===== config.mk =====
export PLATFORM = sky130hd
export DESIGN_NAME = uart_tx_frame_flat
export DESIGN_NICKNAME = d
export VERILOG_FILES = /design/src/rtl/uart_pkg.sv /design/src/rtl/uart_tx_frame_if.sv /design/src/rtl/uart_baud_tick.sv /design/src/rtl/uart_tx_frame.sv /design/src/flat_wrapper.sv
export SDC_FILE = /design/constraint.sdc
export NUM_CORES = 1
export LEC_CHECK = 0
export CAP_MARGIN = 25
export CORE_UTILIZATION = 50
export DETAILED_ROUTE_END_ITERATION = 10
export GPL_ROUTABILITY_DRIVEN = 0
export GPL_TIMING_DRIVEN = 0
export HOLD_SLACK_MARGIN = 0.1
export PLACE_DENSITY = 0.73
export SLEW_MARGIN = 20
export SYNTH_ARGS = -nofsm -noshare
export SYNTH_HDL_FRONTEND = slang
export SYNTH_SLANG_ARGS = --single-unit

===== constraint.sdc =====
create_clock -name clk -period 4 [get_ports clk]
set_input_delay 0.8 -clock clk [delete_from_list [all_inputs] [get_ports clk]]
set_output_delay 0.8 -clock clk [all_outputs]
set_load 0.05 [all_outputs]

===== src/rtl/uart_pkg.sv =====
// Shared UART definitions: FSM state encoding and default baud divisor.
// Used by the transmitter and intended for reuse by the receiver.
package uart_pkg;

    // Frame sequencing states; encodings 5..7 are unreachable.
    typedef enum logic [2:0] {
        IDLE   = 3'd0,
        START  = 3'd1,
        DATA   = 3'd2,
        PARITY = 3'd3,
        STOP   = 3'd4
    } uart_state_e;

    // 50 MHz system clock at 115200 baud.
    localparam int CLKS_PER_BIT_DEFAULT = 434;

endpackage


===== src/rtl/uart_tx_frame_if.sv =====
// Word handshake between a byte source (master) and the UART transmitter (slave).
interface uart_tx_frame_if #(
    parameter int DATA_BITS = 8
);
    logic                 send;
    logic [DATA_BITS-1:0] data;
    logic                 ready;
    logic                 busy;
    logic                 done;

    modport master (output send, data, input  ready, busy, done);
    modport slave  (input  send, data, output ready, busy, done);
endinterface


===== src/rtl/uart_baud_tick.sv =====
// Bit-period timer: counts 0..CLKS_PER_BIT-1 and flags the last clock of each bit.
// pre_tick marks the clock before tick so a registered output can land on the last clock.
module uart_baud_tick
    import uart_pkg::*;
#(
    parameter  int CLKS_PER_BIT = CLKS_PER_BIT_DEFAULT,
    localparam int CW           = $clog2(CLKS_PER_BIT)
) (
    input  logic clk,
    input  logic rst_n,
    input  logic clear,
    output logic tick,
    output logic pre_tick
);
    localparam logic [CW-1:0] LAST = CW'(CLKS_PER_BIT - 1);
    localparam logic [CW-1:0] PREV = CW'(CLKS_PER_BIT - 2);

    logic [CW-1:0] count;

    assign tick     = (count == LAST);
    assign pre_tick = (count == PREV);

    // Free-running bit counter; wraps on tick and is held at zero by clear.
    always_ff @(posedge clk or negedge rst_n) begin
        if (!rst_n) begin
            count <= '0;
        end else if (clear || tick) begin
            count <= '0;
        end else begin
            count <= count + CW'(1);
        end
    end
endmodule


===== src/rtl/uart_tx_frame.sv =====
// UART transmitter: start bit, DATA_BITS data bits LSB first, optional parity,
// STOP_BITS stop bits. All outputs, including tx, come straight from flops.
// Optional feature macro: UART_TX_PARITY_EN adds the parity bit (PARITY_ODD selects odd).
module uart_tx_frame
    import uart_pkg::*;
#(
    parameter int CLKS_PER_BIT = CLKS_PER_BIT_DEFAULT,
    parameter int DATA_BITS    = 8,
    parameter int STOP_BITS    = 1,
    parameter int PARITY_ODD   = 0
) (
    input  logic            clk,
    input  logic            rst_n,
    uart_tx_frame_if.slave  bus,
    output logic            tx
);
    localparam int            BW       = $clog2(DATA_BITS);
    localparam logic [BW-1:0] LAST_BIT = BW'(DATA_BITS - 1);

    if (CLKS_PER_BIT < 2 || DATA_BITS < 5 || DATA_BITS > 9 ||
        STOP_BITS < 1 || STOP_BITS > 2 || PARITY_ODD < 0 || PARITY_ODD > 1) begin : g_bad_param
        $error("uart_tx_frame: illegal parameter value");
    end

    uart_state_e          state_q, state_d;
    logic [DATA_BITS-1:0] shift_q, shift_d;
    logic [BW-1:0]        bit_q,   bit_d;
    logic                 stop_q,  stop_d;
    logic                 tx_q,    tx_d;
    logic                 ready_q, busy_q, done_q, done_d;
    logic                 tick, pre_tick, baud_clear, stop_last;
`ifdef UART_TX_PARITY_EN
    logic                 parity_q, parity_d;
`endif

    assign stop_last  = (STOP_BITS == 1) ? 1'b1 : stop_q;
    // The bit timer restarts whenever the FSM changes state and stays cleared in IDLE.
    assign baud_clear = (state_q == IDLE) || (state_d != state_q);

    uart_baud_tick #(.CLKS_PER_BIT(CLKS_PER_BIT)) u_baud (
        .clk      (clk),
        .rst_n    (rst_n),
        .clear    (baud_clear),
        .tick     (tick),
        .pre_tick (pre_tick)
    );

    // Next-state, datapath and next-output decode; outputs are decoded from the next state.
    always_comb begin
        // NOTE: every variable gets a default before the case so no path leaves it unassigned (no latch).
        state_d = state_q;
        shift_d = shift_q;
        bit_d   = bit_q;
        stop_d  = stop_q;
        done_d  = 1'b0;
`ifdef UART_TX_PARITY_EN
        parity_d = parity_q;
`endif
        case (state_q)
            IDLE: begin
                if (bus.send && ready_q) begin
                    state_d = START;
                    shift_d = bus.data;
                    bit_d   = '0;
                    stop_d  = 1'b0;
`ifdef UART_TX_PARITY_EN
                    parity_d = (^bus.data) ^ 1'(PARITY_ODD);
`endif
                end
            end
            START: begin
                if (tick) state_d = DATA;
            end
            DATA: begin
                if (tick) begin
                    if (bit_q == LAST_BIT) begin
`ifdef UART_TX_PARITY_EN
                        state_d = PARITY;
`else
                        state_d = STOP;
`endif
                    end else begin
                        bit_d   = bit_q + BW'(1);
                        shift_d = shift_q >> 1;
                    end
                end
            end
`ifdef UART_TX_PARITY_EN
            PARITY: begin
                if (tick) state_d = STOP;
            end
`endif
            STOP: begin
                // Registered done lands on the final clock of the last stop bit.
                if (pre_tick && stop_last) done_d = 1'b1;
                if (tick) begin
                    if (stop_last) state_d = IDLE;
                    else           stop_d  = 1'b1;
                end
            end
            default: state_d = IDLE;
        endcase

        case (state_d)
            START:   tx_d = 1'b0;
            DATA:    tx_d = shift_d[0];
`ifdef UART_TX_PARITY_EN
            PARITY:  tx_d = parity_q;
`endif
            default: tx_d = 1'b1;
        endcase
    end

    // State, datapath and output registers; reset aborts any frame and idles the line.
    always_ff @(posedge clk or negedge rst_n) begin
        if (!rst_n) begin
            state_q <= IDLE;
            shift_q <= '0;
            bit_q   <= '0;
            stop_q  <= 1'b0;
            tx_q    <= 1'b1;
            ready_q <= 1'b1;
            busy_q  <= 1'b0;
            done_q  <= 1'b0;
`ifdef UART_TX_PARITY_EN
            parity_q <= 1'b0;
`endif
        end else begin
            // NOTE: non-blocking assignments so every flop samples pre-edge values.
            state_q <= state_d;
            shift_q <= shift_d;
            bit_q   <= bit_d;
            stop_q  <= stop_d;
            tx_q    <= tx_d;
            ready_q <= (state_d == IDLE);
            busy_q  <= (state_d != IDLE);
            done_q  <= done_d;
`ifdef UART_TX_PARITY_EN
            parity_q <= parity_d;
`endif
        end
    end

    assign tx        = tx_q;
    assign bus.ready = ready_q;
    assign bus.busy  = busy_q;
    assign bus.done  = done_q;
endmodule


===== src/flat_wrapper.sv =====
// flat-port wrapper written by rule: the top's interface ports become plain ports
module uart_tx_frame_flat import uart_pkg::*;
#(
    parameter int CLKS_PER_BIT = CLKS_PER_BIT_DEFAULT,
    parameter int DATA_BITS    = 8,
    parameter int STOP_BITS    = 1,
    parameter int PARITY_ODD   = 0
)
  (clk, rst_n, tx, bus_send, bus_data, bus_ready, bus_busy, bus_done);
  uart_tx_frame_if #(.DATA_BITS(DATA_BITS)) bus_i ();
  input  logic clk;
  input  logic rst_n;
  output logic tx;
  input wire logic [$bits(bus_i.send)-1:0] bus_send;
  input wire logic [$bits(bus_i.data)-1:0] bus_data;
  output wire logic [$bits(bus_i.ready)-1:0] bus_ready;
  output wire logic [$bits(bus_i.busy)-1:0] bus_busy;
  output wire logic [$bits(bus_i.done)-1:0] bus_done;
  assign bus_i.send = bus_send;
  assign bus_i.data = bus_data;
  assign bus_ready = bus_i.ready;
  assign bus_busy = bus_i.busy;
  assign bus_done = bus_i.done;
  uart_tx_frame #(.CLKS_PER_BIT(CLKS_PER_BIT), .DATA_BITS(DATA_BITS), .STOP_BITS(STOP_BITS), .PARITY_ODD(PARITY_ODD)) u_core (.clk(clk), .rst_n(rst_n), .bus(bus_i), .tx(tx));
endmodule

==> metrics.txt <==
outcome=finished, final reports clean; total power draw=0.000669 W; Final period util=0.618; vias in the first global route=818; share of cells above drive strength 1=0.112; P per Cell Area=446 mW/mm²; clock root buffer master=clkbuf_4; unrepaired setup endpoints after global routing=false; Synth area leaders=dfrtp_1, ha_1, a21o_1; CP max-delay cell=clkdlybuf4s50_1; Core Region=0.00248 mm²; Area Overhead vs Synth=15.3%; critical path capture point type=primary output; drt first pass iters=4; Max Fanout on Critical Path=3; synth unique cells=38; # Max-Cap Violations=0; Hold WS=0.455 ns; area of the mapped netlist=0.00130 mm²; placed instance count=160; headroom to the max-slew limit=0.583; flops & latches, synth=27; FP Rows=18; Tightest Hold Check Type=primary input to async pin; Routed Antenna Nets=0; syn nets=132; Mapped Cells=116; total number of vias=904; LEAKAGE=0.720 nW; worst clock skew=0.00616 ns; CP bufs+invs=1; achievable frequency=404 MHz; Max Buffers Root-to-Sink=2; die height=53.0 µm; most frequent cells in the layout=dfrtp_1, nand2_1, clkdlybuf4s50_1; detailed placement HPWL=1620 µm; post-synthesis area per instance=11.2 µm²; Hold Buf Count CTS=0; top-area cell type share of the netlist area=0.481; Antenna Cells=0; initial antenna violation count=0; CTS tree=done; final setup vio count=0; register area share after synthesis=0.521; final wirelength=2250 µm; EDFF count, synth=0; Total GRT Usage=0.182; final worst slack=1.53 ns; H-tree depth=1; wire length per cell=13.7 µm; critical path class=flip-flop to primary output; leading cell type in the layout, fill and taps excluded=dfrtp_1; Worst VDD drop=0.288 mV; TritonCTS buffer count=3; crit path DAT=1.67 ns; vias per cell=5.51; post-CTS sizing=0; sum of negative setup slack=0 ns; 1st-iter DRT viols=14; worst path required time=3.20 ns; top_reg_cell synth=dfrtp_1; worst slack, placed=1.84 ns; global-route wire length before repair=3550 µm; Clock Sinks=27; die area=0.00281 mm²; Ys Warns=0; io pins=15; largest area contributor in the netlist=dfrtp_1; Max stage delay on crit path=0.79 ns; critical path, cell by cell=clkdlybuf4s50_1; input/output buffers=14; Synth async-reset ratio=1.00; Final #Nets=151; pin slew with the least headroom to its limit=0.622 ns; Hold Fails Final Rpt=0; Starting Density=0.525; Die W=53.0 µm; Post-Layout Cell Count=164; Setup Buffers After CTS=0; largest net degree at the start of global routing=28; element type at the critical path start=flip-flop; post-layout min period=2.47 ns; # DRC=0; fin. max-slew vios=0; Reg clk slew, reported paths=0.13 ns; Top delay family on crit path=buffers and inverters; GRT overflow=0; latest clock arrival within the worst-skew pair=0.32 ns
[area by class of cell]
| class | count | area [µm²] |
|---|---|---|
| Buffer | 4 | 35.0 |
| Clock buffer | 4 | 26.3 |
| Fill cell | 222 | 977 |
| Inverter | 4 | 15.0 |
| Multi-Input combinational cell | 81 | 573 |
| Sequential cell | 27 | 678 |
| Tap cell | 30 | 37.5 |
| Timing Repair Buffer | 14 | 135 |
[kinds of logic after synthesis]
family | share of synthesized area
multiplexers | 0.00865
XOR/XNOR | 0.0538
buffers and inverters | 0.0385
AO/OA/AOI/OAI | 0.125
AND/OR/NAND/NOR | 0.205
flip-flops | 0.521
adder cells (fa/ha/maj) | 0.0481
[cell usage after synthesis (2+ instances only)]
library cell and instances:
nor2_1 11, dfstp_2 2, nand3_1 3, nand2_1 13, a21o_1 7, nor3b_1 2
inv_1 4, buf_6 2, ha_1 5, xnor2_1 5, o21ai_0 3, a22o_1 6
and4b_1 2, xor2_1 3, dfrtp_1 25
[power by group]
group | internal [W] | switching (W)
clock network | 0.0000390 | 0.0000779
registers | 0.000333 | 0.0000515
logic | 0.0000770 | 0.0000911
[state kept, by name, indices dropped and copies added (netlist names)]
register	flops
u_core.state_q	3
u_core.u_baud.count	9
u_core.tx	1
u_core.bus.busy	1
u_core.bus.ready	1
u_core.bus.done	1
u_core.bit_q	3
u_core.shift_q	8
[worst paths after layout]
| check | startpoint | to | slack (ns) | cells after the start |
|---|---|---|---|---|
| worst max-delay path | u_core.bus.ready | bus_ready | 1.53 | 1 |
| min in group clk | u_core.shift_q[2] | u_core.shift_q[2] | 0.50 | 1 |
| max in group asynchronous | rst_n | u_core.u_baud.count[7] | 3.17 | 1 |
| worst min-delay path | rst_n | u_core.bus.busy | 0.46 | 1 |
| worst min register to register | u_core.shift_q[2] | u_core.shift_q[2] | 0.50 | 1 |
| worst max register to register | u_core.bit_q[0] | u_core.tx | 2.15 | 8 |
[stage by stage]
step                 util  area (µm²)
detailed placement  0.595        1470
floorplan               -        1300
global placement    0.597        1480
finish              0.606        1500
global route        0.606        1500
CTS                 0.606        1500
[layer usage]
metal  wire length [µm]  global-route usage
met1               1080               0.223
met2               1090               0.304
met3                 59              0.0345
met4                 20              0.0921
met5                  0                   0
No activity file was read; power rests on OpenSTA's default activity.
